### config.mk
export PLATFORM = sky130hd
export DESIGN_NAME = butterfly_inverse_pipe
export DESIGN_NICKNAME = d
export VERILOG_FILES = /design/src/rtl/butterfly_inverse_pipe.sv
export SDC_FILE = /design/constraint.sdc
export NUM_CORES = 2
export LEC_CHECK = 0
export ABC_AREA = 1
export CORE_ASPECT_RATIO = 0.5
export CORE_UTILIZATION = 30
export CTS_BUF_LIST = sky130_fd_sc_hd__clkbuf_16
export DETAILED_ROUTE_END_ITERATION = 10
export PLACE_DENSITY = 0.48
export SKIP_LAST_GASP = 1
export SLEW_MARGIN = 30
export SYNTH_ARGS = -nofsm -noshare
export SYNTH_HDL_FRONTEND = slang
export SYNTH_SLANG_ARGS = --single-unit
### constraint.sdc
create_clock -name clk -period 7.4 [get_ports clk]
set_input_delay 1.48 -clock clk [delete_from_list [all_inputs] [get_ports clk]]
set_output_delay 1.48 -clock clk [all_outputs]
set_load 0.01 [all_outputs]
### src/rtl/butterfly_inverse_pipe.sv
// butterfly_inverse_pipe: three-stage inverse radix-2 butterfly (IFFT, DIF).
//   out1 = (X + Y) / 2
//   out2 = ((X - Y) / 2) * conj(W)
// Data words are sign-magnitude (MSB = sign) with FRAC_W fractional bits.
// Optional build macro BUTTERFLY_INVERSE_ROUND_EN switches the halving and the
// product truncation from floor to round-half-up; latency is unaffected.
//
// Handshake: a beat moves on a rising edge when valid && ready. The whole
// pipeline advances as one (advance = in_ready = !out_valid || out_ready), so
// outputs hold while out_valid && !out_ready, and in_valid never reaches
// out_valid combinationally.
module butterfly_inverse_pipe #(
  parameter int DATA_W = 16,
  parameter int FRAC_W = 8
) (
  input  logic              clk,
  input  logic              reset,
  input  logic              in_valid,
  output logic              in_ready,
  input  logic [DATA_W-1:0] input_1_real,
  input  logic [DATA_W-1:0] input_1_imaginary,
  input  logic [DATA_W-1:0] input_2_real,
  input  logic [DATA_W-1:0] input_2_imaginary,
  input  logic [DATA_W-1:0] twiddle_real,
  input  logic [DATA_W-1:0] twiddle_imaginary,
  output logic              out_valid,
  input  logic              out_ready,
  output logic [DATA_W-1:0] output_1_real,
  output logic [DATA_W-1:0] output_1_imaginary,
  output logic [DATA_W-1:0] output_2_real,
  output logic [DATA_W-1:0] output_2_imaginary
);

  // Working widths: TW holds any converted input, SW a sum/difference,
  // PW the sum of two full-precision products.
  localparam int TW = DATA_W + 1;
  localparam int SW = DATA_W + 2;
  localparam int PW = 2 * DATA_W + 3;

`ifdef BUTTERFLY_INVERSE_ROUND_EN
  localparam bit ROUND_EN = 1'b1;
`else
  localparam bit ROUND_EN = 1'b0;
`endif

  // Largest representable magnitude, 2^(DATA_W-1)-1, at the working widths.
  localparam logic signed [TW-1:0] MAG_MAX = {2'b00, {(DATA_W-1){1'b1}}};
  localparam logic signed [PW-1:0] P_MAX   = {{(PW-DATA_W+1){1'b0}}, {(DATA_W-1){1'b1}}};
  localparam logic signed [PW-1:0] P_MIN   = -P_MAX;
  localparam logic signed [PW-1:0] P_RND   = ROUND_EN ? (PW'(1) << (FRAC_W - 1)) : '0;

  // Sign-magnitude to two's complement; negative zero folds to 0.
  function automatic logic signed [TW-1:0] sm_to_tc(input logic [DATA_W-1:0] v);
    logic signed [TW-1:0] m;
    m = {2'b00, v[DATA_W-2:0]};
    return v[DATA_W-1] ? -m : m;
  endfunction

  // (a + b) / 2 or (a - b) / 2; the halving happens before any narrowing, so
  // the result always fits back into TW bits.
  function automatic logic signed [TW-1:0] halve(input logic signed [TW-1:0] a,
                                                 input logic signed [TW-1:0] b,
                                                 input logic             sub);
    logic signed [SW-1:0] s;
    if (sub) s = $signed({a[TW-1], a}) - $signed({b[TW-1], b});
    else     s = $signed({a[TW-1], a}) + $signed({b[TW-1], b});
    if (ROUND_EN) s = s + SW'(1);
    return s[TW:1];
  endfunction

  // a*b +/- c*d at full precision, scaled back by FRAC_W and clamped to the
  // representable magnitude range.
  function automatic logic signed [TW-1:0] mac(input logic signed [TW-1:0] a,
                                               input logic signed [TW-1:0] b,
                                               input logic signed [TW-1:0] c,
                                               input logic signed [TW-1:0] d,
                                               input logic             sub);
    logic signed [PW-1:0] p;
    logic signed [PW-1:0] q;
    if (sub) p = a * b - c * d;
    else     p = a * b + c * d;
    p = p + P_RND;
    q = p >>> FRAC_W;
    if (q > P_MAX)      return MAG_MAX;
    else if (q < P_MIN) return -MAG_MAX;
    else                return q[TW-1:0];
  endfunction

  // Two's complement to sign-magnitude with saturation; zero is always +0.
  function automatic logic [DATA_W-1:0] tc_to_sm(input logic signed [TW-1:0] v);
    logic [TW-1:0] mag;
    mag = v[TW-1] ? -v : v;
    if (mag > MAG_MAX)   return {v[TW-1], {(DATA_W-1){1'b1}}};
    else if (mag == '0)  return '0;
    else                 return {v[TW-1], mag[DATA_W-2:0]};
  endfunction

  logic                 v1, v2, v3;
  logic signed [TW-1:0] s1_sr, s1_si, s1_dr, s1_di, s1_wr, s1_wi;
  logic signed [TW-1:0] s2_sr, s2_si, s2_pr, s2_pi;

  assign in_ready  = !v3 || out_ready;
  assign out_valid = v3;

  // Stage valid bits: shift together on advance; reset discards in-flight beats.
  always_ff @(posedge clk) begin
    if (reset) begin
      v1 <= 1'b0;
      v2 <= 1'b0;
      v3 <= 1'b0;
    end else if (in_ready) begin
      v1 <= in_valid;
      v2 <= v1;
      v3 <= v2;
    end
  end

  // S1: convert inputs, register halved sum/difference and the twiddle.
  always_ff @(posedge clk) begin
    if (reset) begin
      s1_sr <= '0;
      s1_si <= '0;
      s1_dr <= '0;
      s1_di <= '0;
      s1_wr <= '0;
      s1_wi <= '0;
    end else if (in_ready) begin
      s1_sr <= halve(sm_to_tc(input_1_real),      sm_to_tc(input_2_real),      1'b0);
      s1_si <= halve(sm_to_tc(input_1_imaginary), sm_to_tc(input_2_imaginary), 1'b0);
      s1_dr <= halve(sm_to_tc(input_1_real),      sm_to_tc(input_2_real),      1'b1);
      s1_di <= halve(sm_to_tc(input_1_imaginary), sm_to_tc(input_2_imaginary), 1'b1);
      s1_wr <= sm_to_tc(twiddle_real);
      s1_wi <= sm_to_tc(twiddle_imaginary);
    end
  end

  // S2: multiply the half-difference by conj(W); pass the half-sum along.
  always_ff @(posedge clk) begin
    if (reset) begin
      s2_sr <= '0;
      s2_si <= '0;
      s2_pr <= '0;
      s2_pi <= '0;
    end else if (in_ready) begin
      s2_sr <= s1_sr;
      s2_si <= s1_si;
      s2_pr <= mac(s1_dr, s1_wr, s1_di, s1_wi, 1'b0);
      s2_pi <= mac(s1_di, s1_wr, s1_dr, s1_wi, 1'b1);
    end
  end

  // S3: sign-magnitude output registers, held while the consumer stalls.
  always_ff @(posedge clk) begin
    if (reset) begin
      output_1_real      <= '0;
      output_1_imaginary <= '0;
      output_2_real      <= '0;
      output_2_imaginary <= '0;
    end else if (in_ready) begin
      output_1_real      <= tc_to_sm(s2_sr);
      output_1_imaginary <= tc_to_sm(s2_si);
      output_2_real      <= tc_to_sm(s2_pr);
      output_2_imaginary <= tc_to_sm(s2_pi);
    end
  end

endmodule

==> flow_summary.json <==
{
  "outcome": "completed",
  "drt_wl_total_um": 204000,
  "post-dp-hpwl_um": 164000,
  "worst_hold_path_type": "reg -> reg",
  "cts.path.max_buffers": 3,
  "global_route_wire_length_before_repair_um": 308000,
  "post-synth-top-count-cell": "sky130_fd_sc_hd__inv_1",
  "synth.cell_area_um2": 62600,
  "cpPeakStageDelay_ps": 580,
  "postLayoutCellArea_um2": 75200,
  "first_iter_violations": 3814,
  "netlist.area_leader.share": 0.427,
  "detailroute.via_count": 50892,
  "cts.htree.levels": 2,
  "hold_depth": 2,
  "std_cell_rows": 118,
  "commonest_cells_in_the_netlist": "sky130_fd_sc_hd__inv_1 (2492), sky130_fd_sc_hd__nand2_1 (1748), sky130_fd_sc_hd__fa_1 (1337), sky130_fd_sc_hd__ha_1 (365), sky130_fd_sc_hd__clkbuf_1 (358)",
  "setup.reg_to_reg.worst_slack_ps": 2,
  "grtUsageTotal": 0.189,
  "avgSynthCellArea_um2": 7.65,
  "share_of_flip_flops_with_an_asynchronous_set_or_reset": 0,
  "design.final.nets": 10390,
  "timing_hold_violations_final": 0,
  "dieWidth_um": 648,
  "r2r_cells": 32,
  "postSynthNetCount": 9991,
  "synth_top_cell_by_area": "sky130_fd_sc_hd__fa_1",
  "globalRouteOverflowTotal": 0,
  "worstPathMaxFanout": 13,
  "drc_errors": 0,
  "required_ps": 7870,
  "hold_startpoint": "v2",
  "path_class": "reg -> reg",
  "synth.yosys.seq_area_share": 0.0758,
  "final-instance-count-excl-fill": 11377,
  "finalWeightedCongestion": 0.893,
  "post-route-period-util": 1.00,
  "tightestPinTransition_ps": 859,
  "netlist_top_cells_area": "sky130_fd_sc_hd__fa_1 (43%), sky130_fd_sc_hd__inv_1 (15%), sky130_fd_sc_hd__nand2_1 (10%)",
  "clock_tree.root_cell": "sky130_fd_sc_hd__clkbuf_16",
  "antenna_found_initial": 6,
  "synth_enable_flop_cells": 0,
  "crit_slowest_cell": "sky130_fd_sc_hd__fa_1",
  "area_growth_syn_to_layout_pct": 20.1,
  "routedWlPerCell_um": 17.9,
  "crit-reg2reg-capture": "s2_pi[4]",
  "crit-reg2reg-launch": "s1_dr[14]",
  "holdPathEnd": "v2",
  "finalCriticalPeriod_ps": 7400,
  "post_drt_via_cell_ratio": 4.47,
  "floorplan.initialDensity": 0.302,
  "drt_pass1_iterations": 5,
  "netlist_instances": 8189,
  "numPlacedInstances": 11228,
  "critPathCaptureType": "flop",
  "cts_inserted_buffers": 34,
  "clock_insertion_delay_worst_skew_ps": 580,
  "max_clock_freq_mhz": 135,
  "clk_pin_slew_worst_paths_ps": 60,
  "timing.final.setup_violations": 0,
  "postSynth.topFlopCell": "sky130_fd_sc_hd__dfxtp_1",
  "final.setup.tns_ps": 0,
  "synth.ff_latch_count": 237,
  "worst_path_most_repeated_cell": "sky130_fd_sc_hd__fa_1",
  "post_dp_cell_area_um2": 71300,
  "slew_headroom": 0.428,
  "cts.sinks": 237,
  "timing.hold.ws_ps": 469,
  "die_y_um": 325,
  "grt_max_degree": 116,
  "floorplan.io_pins": 166,
  "synth-warning-count": 0,
  "core_region_area_um2": 207000,
  "skew_final_ps": 42.1,
  "floorplan.die_area_um2": 211000,
  "worstSetupStartpointType": "flop",
  "number_of_i_o_port_buffers": 165,
  "cp.arrival_ps": 7860,
  "tritoncts": "done",
  "timing.max_cap.violations": 0,
  "final_layout_size_suffix_gt1_frac": 0.117,
  "grt_setup_unrepaired": "true",
  "grt_pass1_vias": 51785,
  "slew_viol_final": 0,
  "synth.lib_cells_used.distinct": 50,
  "detail-route-antenna-nets": 0
}
## stage by stage
step	util	worst slack [ps]
3_3_place_gp	0.344	-415
5_1_grt	0.363	-247
2_1_floorplan	-	61.7
4_1_cts	0.353	-9.94
3_5_place_dp	0.344	-353
6_report	0.363	1.96
## cell type report
cell class,count,area [µm²]
clock inverter,26,283
clock buffer,34,851
inverter,2497,9390
multi-input combinational,5075,48400
antenna,5,12.5
timing repair buffer,743,8020
fill,21706,132000
sequential,237,4830
tap,2760,3450
## worst max path at each step
stage	startpoint	to	slack [ps]	cells after the start
floorplan	s1_di[16]	s2_pr[5]	60	29
global placement	s1_wr[1]	s2_pr[0]	-410	33
detailed placement	s1_wr[1]	s2_pr[3]	-350	32
CTS	s1_wr[16]	s2_pr[1]	-10	31
global route	s1_di[9]	s2_pi[1]	-250	35
finish	s1_dr[14]	s2_pi[4]	2	32
## critical path: cells and delay by family, from the launching register on
family	cells	cell delay, ps
and+or+nand+nor	9	900
adders and majority gates	9	4280
buffers and inverters	12	1450
AOI/OAI and AO/OA	2	280
DFF	1	360
## state kept, by name, summed over array words and instances, names as in the netlist
| name | count |
|---|---|
| output_1_real | 16 |
| output_1_imaginary | 16 |
| s1_wr | 17 |
| s2_pr | 17 |
| s1_dr | 17 |
| s1_wi | 17 |
| out_valid | 1 |
| s2_si | 17 |
| s1_si | 17 |
| output_2_real | 16 |
| s2_pi | 17 |
| s1_sr | 17 |
| s2_sr | 17 |
| v1 | 1 |
| output_2_imaginary | 16 |
| s1_di | 17 |
| v2 | 1 |
## layout by cell type, fill, tap and decap left out, types with 124 or more instances in the layout
cell type                         count
sky130_fd_sc_hd__o21ai_0            275
sky130_fd_sc_hd__ha_1               320
sky130_fd_sc_hd__dfxtp_1            209
sky130_fd_sc_hd__nor2_1             305
sky130_fd_sc_hd__a21oi_1            234
sky130_fd_sc_hd__nand3_1            144
sky130_fd_sc_hd__inv_1             2467
sky130_fd_sc_hd__nand2_1           1695
sky130_fd_sc_hd__clkdlybuf4s50_1    164
sky130_fd_sc_hd__buf_4              406
sky130_fd_sc_hd__xor2_1             157
sky130_fd_sc_hd__buf_12             124
sky130_fd_sc_hd__fa_1              1291
## metal layers
| layer | track usage | share of wire | routed length [µm] |
|---|---|---|---|
| met1 | 0.286 | 0.48 | 97500 |
| met4 | 0.0311 | 0.016 | 3180 |
| met2 | 0.298 | 0.44 | 90200 |
| met5 | 0 | 0 | 0 |
| met3 | 0.0159 | 0.065 | 13200 |
## kinds of logic (layout without fill, tap and decap cells)
logic type / count (synthesis) / after routing / synth area share
and+or+nand+nor: 2425 / 2426 / 0.155
DFF: 237 / 237 / 0.0758
other: 0 / 5 / 0
xor gates and xnor gates: 204 / 204 / 0.0285
buffers and inverters: 2878 / 3300 / 0.173
AOI/OAI and AO/OA: 743 / 743 / 0.0669
adders and majority gates: 1702 / 1702 / 0.500
## what timing repair did
item	CTS	global route
pin swaps	19	134
hold buffers	0	0
setup endpoints to repair	34	34
gates cloned	3	17
gates resized for setup	108	325
hold endpoints to repair	0	0
setup buffers	18	47
Power is left out: the tool's default activity adds up to more than one toggle a clock period on the data nets, which glitch-free logic cannot reach.
